**config.mk**
```make
export PLATFORM = sky130hd
export DESIGN_NAME = noc_out_port_arbiter
export DESIGN_NICKNAME = d
export VERILOG_FILES = /design/src/rtl/noc_pkg.sv /design/src/rtl/noc_rr_arbiter.sv /design/src/rtl/noc_out_port_arbiter.sv
export SDC_FILE = /design/constraint.sdc
export NUM_CORES = 1
export LEC_CHECK = 0
export ABC_CLOCK_PERIOD_IN_PS = 4900
export CAP_MARGIN = 40
export CORE_MARGIN = 4
export CORE_UTILIZATION = 39
export CTS_BUF_LIST = sky130_fd_sc_hd__clkbuf_16
export DETAILED_ROUTE_END_ITERATION = 8
export GPL_TIMING_DRIVEN = 0
export PLACE_DENSITY = 0.8
export SETUP_SLACK_MARGIN = 0.05
export SLEW_MARGIN = 25
export SYNTH_ARGS = -nofsm -noshare
export SYNTH_HDL_FRONTEND = slang
export SYNTH_SLANG_ARGS = --single-unit
```
**constraint.sdc**
```tcl
create_clock -name i_clk -period 4.9 [get_ports i_clk]
set_input_delay 0.98 -clock i_clk [delete_from_list [all_inputs] [get_ports i_clk]]
set_output_delay 0.98 -clock i_clk [all_outputs]
set_load 0.01 [all_outputs]
```
**src/rtl/noc_pkg.sv**
```systemverilog
// Shared constants and types for the mesh switch output-port logic.
package noc_pkg;
   localparam int DATA_W    = 42;
   localparam int NUM_PORTS = 5;

   localparam int PORT_N  = 0;
   localparam int PORT_S  = 1;
   localparam int PORT_E  = 2;
   localparam int PORT_W  = 3;
   localparam int PORT_PE = 4;

   typedef logic [DATA_W-1:0] flit_t;
endpackage

```
**src/rtl/noc_rr_arbiter.sv**
```systemverilog
// Combinational rotate-priority selector: first requester at or after rr_ptr wins.
module noc_rr_arbiter
   import noc_pkg::*;
#(
   parameter int NUM_IN = NUM_PORTS
) (
   input  logic [NUM_IN-1:0]         i_req,
   input  logic [$clog2(NUM_IN)-1:0] i_rr_ptr,
   output logic                      o_any,
   output logic [$clog2(NUM_IN)-1:0] o_winner,
   output logic [NUM_IN-1:0]         o_grant
);
   localparam int IDX_W = $clog2(NUM_IN);

   logic [IDX_W:0] idx;

   // Scan from the farthest offset down so the nearest requester is written last.
   always_comb begin
      o_any    = 1'b0;
      o_winner = '0;
      o_grant  = '0;
      idx      = '0;
      for (int i = NUM_IN - 1; i >= 0; i--) begin
         idx = {1'b0, i_rr_ptr} + (IDX_W + 1)'(i);
         if (idx >= (IDX_W + 1)'(NUM_IN)) begin
            idx = idx - (IDX_W + 1)'(NUM_IN);
         end
         if (i_req[idx[IDX_W-1:0]]) begin
            o_any    = 1'b1;
            o_winner = idx[IDX_W-1:0];
         end
      end
      if (o_any) begin
         o_grant[o_winner] = 1'b1;
      end
   end
endmodule

```
**src/rtl/noc_out_port_arbiter.sv**
```systemverilog
// Output-port arbiter: round-robin accept of single-flit packets into a
// 2-entry buffer that feeds the downstream valid/ready link.
module noc_out_port_arbiter #(
   parameter int NUM_IN = noc_pkg::NUM_PORTS,
   parameter int DATA_W = noc_pkg::DATA_W,
   parameter int CNT_W  = 16
) (
   input  logic                     i_clk,
   input  logic                     i_rst_n,
   input  logic [NUM_IN-1:0]        i_req_valid,
   output logic [NUM_IN-1:0]        o_req_ready,
   input  logic [NUM_IN*DATA_W-1:0] i_req_data,
   output logic                     o_valid,
   input  logic                     i_ready,
   output logic [DATA_W-1:0]        o_data,
   output logic [NUM_IN-1:0]        o_last_grant,
   output logic [CNT_W-1:0]         o_flit_cnt
);
   import noc_pkg::*;

   localparam int PTR_W = $clog2(NUM_IN);

   logic [DATA_W-1:0] mem_q [2];
   logic [DATA_W-1:0] mem_d [2];
   logic              head_q, head_d;
   logic [1:0]        count_q, count_d;
   logic [PTR_W-1:0]  rr_ptr_q, rr_ptr_d;
   logic [NUM_IN-1:0] last_grant_q, last_grant_d;
   logic [CNT_W-1:0]  flit_cnt_q, flit_cnt_d;

   logic              any_req;
   logic [PTR_W-1:0]  winner;
   logic [NUM_IN-1:0] grant;
   logic              space, push, pop, tail;

   noc_rr_arbiter #(.NUM_IN(NUM_IN)) u_rr (
      .i_req    (i_req_valid),
      .i_rr_ptr (rr_ptr_q),
      .o_any    (any_req),
      .o_winner (winner),
      .o_grant  (grant)
   );

   // Space depends only on the registered count, so a full buffer never
   // accepts in the same cycle it drains.
   assign space = (count_q != 2'd2);
   assign push  = any_req & space;
   assign pop   = (count_q != 2'd0) & i_ready;
   assign tail  = head_q ^ (count_q == 2'd1);

   assign o_req_ready  = grant & {NUM_IN{space}};
   assign o_valid      = (count_q != 2'd0);
   assign o_data       = mem_q[head_q];
   assign o_last_grant = last_grant_q;
   assign o_flit_cnt   = flit_cnt_q;

   always_comb begin
      mem_d        = mem_q;
      head_d       = head_q;
      count_d      = count_q;
      rr_ptr_d     = rr_ptr_q;
      last_grant_d = last_grant_q;
      flit_cnt_d   = flit_cnt_q;
      if (push) begin
         mem_d[tail]  = i_req_data[int'(winner)*DATA_W +: DATA_W];
         rr_ptr_d     = (winner == PTR_W'(NUM_IN - 1)) ? '0 : winner + 1'b1;
         last_grant_d = grant;
      end
      if (pop) begin
         head_d     = ~head_q;
         flit_cnt_d = flit_cnt_q + CNT_W'(1);
      end
      case ({push, pop})
         2'b10:   count_d = count_q + 2'd1;
         2'b01:   count_d = count_q - 2'd1;
         default: count_d = count_q;
      endcase
   end

   always_ff @(posedge i_clk) begin
      if (!i_rst_n) begin
         head_q       <= 1'b0;
         count_q      <= 2'd0;
         rr_ptr_q     <= '0;
         last_grant_q <= '0;
         flit_cnt_q   <= '0;
      end else begin
         head_q       <= head_d;
         count_q      <= count_d;
         rr_ptr_q     <= rr_ptr_d;
         last_grant_q <= last_grant_d;
         flit_cnt_q   <= flit_cnt_d;
      end
   end

   // Storage needs no reset: entries are only read while the count covers them.
   always_ff @(posedge i_clk) begin
      mem_q <= mem_d;
   end
endmodule

```
==> results of run 1 <==
power by group:
group          internal (mW)  switching (mW)
sequential              2.13           0.114
combinational           3.13            4.50
clock                  0.341           0.327
total                   5.61            4.94
layer usage:
metal / part of all wire / wire [microns] / GRT usage
met2: 0.51 / 13700 / 0.458
met4: 0.020 / 520 / 0.0561
met3: 0.069 / 1830 / 0.0515
met1: 0.40 / 10600 / 0.319
met5: 0 / 0 / 0
worst min path at each step:
stage               cells past startpoint  slack, ns         endpoint
floorplan                               2       0.48       count_q[1]
global placement                        2       0.47  o_last_grant[1]
detailed placement                      2       0.49  o_last_grant[3]
CTS                                     2       0.50  o_last_grant[3]
global route                            2       0.52  o_last_grant[3]
finish                                  2       0.50  o_last_grant[4]
timing repair:
item,4_1_cts,5_1_grt
buffers inserted,25,17
pin swaps,9,12
endpoints found under the setup margin,144,5
resized for setup,72,32
area by class of cell:
cell class | instances | area [sq um] | share of cell area
flip-flops and latches | 111 | 3070 | 0.284
repair buffers | 329 | 3210 | 0.296
clock inverters | 6 | 37.5 | 0.00347
well taps | 220 | 275 | 0.0254
multi-input cells | 483 | 3660 | 0.338
clock buffers | 9 | 225 | 0.0208
plain buffers | 50 | 274 | 0.0253
inverters | 16 | 75.1 | 0.00694
Yosys cell counts, drive strengths merged, types with 4 or more instances:
master / number / area, sq um
edfxtp: 84 / 2520
nand2: 65 / 244
nand3: 55 / 275
a211oi: 48 / 360
a31oi: 47 / 300
mux2: 43 / 484
a22o: 42 / 368
nor2: 42 / 160
buf: 28 / 148
clkbuf: 28 / 106
dfxtp: 27 / 541
a21oi: 19 / 95.1
ha: 15 / 188
inv: 15 / 58.8
xor2: 15 / 131
mux2i: 10 / 100
o21ai: 8 / 40.0
nand2b: 6 / 45.0
and3: 5 / 31.3
mux4: 5 / 113
nor3: 5 / 30.0
xnor2: 5 / 43.8
o211ai: 4 / 30.0
o31ai: 4 / 43.8
or3: 4 / 25.0
state kept, by name, indices dropped and copies added, names as in the netlist:
name	count
head_q	1
rr_ptr_q	3
o_flit_cnt	16
o_last_grant	5
mem_q	84
count_q	2
worst max-delay path, delay by kind of cell (launching register included):
kind	cells	cell delay, ns
adder cells (fa/ha/maj)	1	0.23
flip-flops	1	0.40
multiplexers	1	0.38
AO/OA/AOI/OAI	7	1.52
buffers and inverters	5	0.86
AND/OR/NAND/NOR	1	0.05
metrics by stage:
step | TNS, ns | hold WS (ns) | utilization | instances | total power, mW
2_1_floorplan | 0 | 0.481 | - | 666 | 6.41
3_3_place_gp | -165.20 | 0.471 | 0.589 | 1170 | 8.76
3_5_place_dp | -39.61 | 0.490 | 0.593 | 1173 | 8.98
4_1_cts | 0 | 0.500 | 0.631 | 1209 | 10.3
5_1_grt | -0.0804 | 0.521 | 0.644 | 1224 | 11.2
6_report | 0 | 0.502 | 0.644 | 1224 | 10.5
cell families (layout without fill, tap and decap cells):
group / after synthesis / count (layout) / synth area share
buf+inv: 72 / 410 / 0.0466
flops: 111 / 111 / 0.451
mux: 58 / 58 / 0.103
compound gates: 193 / 193 / 0.209
xor+xnor: 20 / 20 / 0.0258
simple gates: 196 / 196 / 0.134
fa+ha+maj: 16 / 16 / 0.0306
==> impl_metrics.yaml, run 1 <==
power_and_ir_drop:
  p_leak_nw: 3.94
  powerDensity_nw_per_um2: 974
  vdd_ir_drop_max_v: 0.000505
cells_and_area:
  nets: 1234
  layout_commonest_cell: "clkdlybuf4s50_1"
  antenna_cells: 0
  fill_cells: 1399
  final_cell_mix: "277 x clkdlybuf4s50_1, 84 x edfxtp_1, 62 x nand2_1, 55 x nand3_1, 45 x a211oi_1"
  area_growth_pct: 59.4
  stdcell_area_sq_um: 10800
  drive_above_1_share: 0.185
worst_setup_path:
  r2r_cells: 16
  crit_top_cell: "a31oi_4"
  crit_fanout: 10
  cp-end-kind: "primary output"
  r2r-start: "rr_ptr_q[1]"
  crit_path_top_delay_cell: "dfxtp_4"
  worstPathArrival_ns: 3.79
  rrSetupSlack_ns: 0.54
  slowest_delay_ns: 0.40
  setup.worst_path.start: "rr_ptr_q[1]"
  crit_end: "o_req_ready[0]"
  r2r-end: "mem_q[39]"
  crit_chain: "buf_8 > clkinvlp_4 > buf_4 > ha_1 > a21o_1 > a21oi_4 > mux2_2 > a31oi_4 > a21oi_1 > o21ai_0 > o211ai_1 > a31oi_4 > clkbuf_4 > nor2_4 > buf_6"
  cp-start-kind: "register"
  required_ns: 3.92
  criticalPathCategory: "register to primary output"
timing:
  hold_violations: 0
  maxSlewHeadroom: 0.505
  max_freq_mhz: 209
  tightest_slew_ns: 0.735
  fin_ws_ns: 0.126
  finClkSkew_ns: 0.00790
  period_minus_slack_ns: 4.77
  setup_viol: 0
  finalCritPeriodShare: 0.974
  drv_slew: 0
drt:
  via_per_inst: 5.67
  ant_nets: 0
  route.detailed.drc: 0
  drt_iter0_drc: 461
  vias: 6938
  first_pass_iters: 5
  wl_per_cell_microns: 21.8
  wirelength_microns: 26600
place:
  place_hpwl_microns: 19900
  placed_area_sq_um: 9970
  port_buffers: 284
  dp_slack_ns: -1.38
  place_congestion: 0.926
logic_synthesis:
  synthFlopType: "edfxtp_1"
  syn_inst: 666
  synth.ff_latch_count: 111
  synth_edf_count: 84
  netlist_area_sq_um: 6790
  ys_warn_count: 0
  syn_avg_cell_area_sq_um: 10.2
  ys_types: 60
  syn_nets: 900
  synthArstFlopShare: 0
  yosysSeqAreaShare: 0.451
global_routing:
  grt_max_degree: 27
  antenna_found_initial: 0
  grtUsageTotal: 0.256
  globalRouteOverflowTotal: 0
  grt_pass1_vias: 6936
  grt_pass1_wl_microns: 39800
clocking:
  clock-sinks: 111
  hold_buffers: 0
  clk_pin_slew_ns: 0.07
  h-tree-depth: 3
  clkLatencyLatePin_ns: 0.34
  numCtsBuffers: 9
  clk_path_buf_depth: 2
  cts_tree: "yes"
  clockRootBuffer: "clkbuf_16"
status:
  status: "complete, no violations"
floorplan:
  start_util: 0.404
  core_area_sq_um: 16800
  die_width_microns: 140
  die-height_microns: 140
  ios: 287
  dieArea_sq_um: 19600
  num_rows: 47
min_path:
  worstHoldPathType: "register to register"
  hp-start: "o_last_grant[4]"
run:
  cap_violations: 0
No activity file was read; power rests on OpenSTA's default activity.
==> inputs of run 2 (changes only) <==
--- a/config.mk
+++ b/config.mk
@@ -6,7 +6,7 @@
 export NUM_CORES = 1
 export LEC_CHECK = 0
 export ABC_CLOCK_PERIOD_IN_PS = 4900
-export CAP_MARGIN = 40
+export CAP_MARGIN = 20
 export CORE_MARGIN = 4
 export CORE_UTILIZATION = 39
 export CTS_BUF_LIST = sky130_fd_sc_hd__clkbuf_16
==> run 2 against run 1 <==
Compared with the run above: clock power about the same; highest routed layer unchanged; sequential cell count unchanged; first-iteration DRC count unchanged; utilization unchanged; critical endpoint unchanged; critical path type unchanged; combinational power about the same; worst hold slack unchanged; global-route usage unchanged; sequential share of layout area unchanged; via count unchanged; setup slack unchanged; final area unchanged.
==> impl_metrics.yaml, run 2 (same netlist as run 1, synthesis figures left out) <==
cells_and_area:
  largest_reg_flops: 84
  stdcell_area_sq_um: 10800
  antenna_cells: 0
  nets: 1234
  instances_no_fill: 1224
  fin_util: 0.644
  layout_commonest_cell: "clkdlybuf4s50_1"
  area_growth_pct: 59.4
  drive_above_1_share: 0.185
  regMostFlops: "mem_q"
  final_cell_mix: "277 x clkdlybuf4s50_1, 84 x edfxtp_1, 62 x nand2_1, 55 x nand3_1, 45 x a211oi_1"
worst_setup_path:
  slowest_delay_ns: 0.40
  criticalPathCategory: "register to primary output"
  crit_path_top_delay_cell: "dfxtp_4"
  path_buf_inv: 5
  worstPathArrival_ns: 3.79
  crit_chain: "buf_8 > clkinvlp_4 > buf_4 > ha_1 > a21o_1 > a21oi_4 > mux2_2 > a31oi_4 > a21oi_1 > o21ai_0 > o211ai_1 > a31oi_4 > clkbuf_4 > nor2_4 > buf_6"
  crit_top_cell: "a31oi_4"
  crit_fanout: 10
  cp_top_family: "compound AO/OA/AOI/OAI gates"
  cp-end-kind: "primary output"
  cp-start-kind: "register"
  required_ns: 3.92
timing:
  period_minus_slack_ns: 4.77
  max_freq_mhz: 209
  finalCritPeriodShare: 0.974
  setup_viol: 0
  maxSlewHeadroom: 0.505
  finClkSkew_ns: 0.00790
  tightest_slew_ns: 0.735
  whs_ns: 0.502
  drv_slew: 0
  fin_ws_ns: 0.126
  hold_violations: 0
clocking:
  cts_tree: "yes"
  clk_pin_slew_ns: 0.07
  clkLatencyLatePin_ns: 0.34
  clock-sinks: 111
  clockRootBuffer: "clkbuf_16"
  hold_buffers: 0
  numCtsBuffers: 9
  clk_path_buf_depth: 2
  h-tree-depth: 3
drt:
  ant_nets: 0
  wirelength_microns: 26600
  wl_per_cell_microns: 21.8
  drt_iter0_drc: 461
  first_pass_iters: 5
  via_per_inst: 5.67
  vias: 6938
  route.detailed.drc: 0
floorplan:
  die_width_microns: 140
  core_area_sq_um: 16800
  ios: 287
  dieArea_sq_um: 19600
  die-height_microns: 140
  num_rows: 47
  start_util: 0.404
power_and_ir_drop:
  p_clk_frac: 0.063
  power.internal_mw: 5.61
  power_frac_comb: 0.723
  vdd_ir_drop_max_v: 0.000505
  powerDensity_nw_per_um2: 974
  swShare: 0.468
  seqPwrFrac: 0.213
  power_switching_mw: 4.94
  p_leak_nw: 3.94
global_routing:
  grtUsageTotal: 0.256
  antenna_found_initial: 0
  grt_pass1_vias: 6936
  globalRouteOverflowTotal: 0
  grt_pass1_wl_microns: 39800
  grt_max_degree: 27
place:
  dp_slack_ns: -1.38
  port_buffers: 284
  place_hpwl_microns: 19900
  placed_area_sq_um: 9970
  place_congestion: 0.926
  dp_cells: 1173
run:
  cap_violations: 0
status:
  status: "complete, no violations"
min_path:
  worstHoldPathType: "register to register"
==> run 2: power by group through the flow <==
| stage | clock network, mW | registers [mW] | logic [mW] |
|---|---|---|---|
| final | 0.668 | 2.25 | 7.63 |
| after global routing | 0.712 | 2.29 | 8.19 |
| after CTS | 0.681 | 2.25 | 7.33 |
| after detailed placement | 0 | 2.27 | 6.72 |
| after global placement | 0 | 2.27 | 6.49 |
| after floorplan | 0 | 2.24 | 4.17 |
==> run 2: final timing paths <==
path,from,to,slack [ns],cells past startpoint
max,rr_ptr_q[1],o_req_ready[0],0.13,15
min,o_last_grant[4],o_last_grant[4],0.50,2
max reg2reg,rr_ptr_q[1],mem_q[39],0.54,16
min reg2reg,o_last_grant[4],o_last_grant[4],0.50,2
==> run 2: layout make-up <==
class | instances | area (sq um)
inverters | 16 | 75.1
multi-input cells | 483 | 3660
repair buffers | 329 | 3210
clock buffers | 9 | 225
flip-flops and latches | 111 | 3070
fillers | 1399 | 6000
well taps | 220 | 275
plain buffers | 50 | 274
clock inverters | 6 | 37.5
==> run 2: through the flow <==
step	setup TNS, ns	total power, mW
6_report	0	10.5
5_1_grt	-0.0804	11.2
4_1_cts	0	10.3
3_5_place_dp	-39.61	8.98
3_3_place_gp	-165.20	8.76
2_1_floorplan	0	6.41
==> run 2: repair_timing <==
action | CTS | global route
endpoints found under the setup margin | 144 | 5
pin swaps | 9 | 12
buffers inserted | 25 | 17
gates cloned | 0 | 0
resized for setup | 72 | 32
==> run 2: worst register-to-register path: stages, from the launching register on <==
cell        delay, ns
dfxtp_4          0.40
buf_8            0.15
clkinvlp_4       0.13
buf_4            0.17
ha_1             0.23
a21o_1           0.24
a21oi_4          0.21
mux2_2           0.39
a31oi_4          0.23
a21oi_1          0.14
o21ai_0          0.20
o211ai_1         0.19
a31oi_4          0.31
buf_4            0.19
buf_4            0.21
clkbuf_1         0.41
a31oi_1          0.26
==> run 2: layer usage <==
layer  global-route usage  up-vias  share of wire
li1                     -     3212              -
met4               0.0561        0          0.020
met1                0.319     3371           0.40
met2                0.458      320           0.51
met5                    0        -              0
met3               0.0515       35          0.069
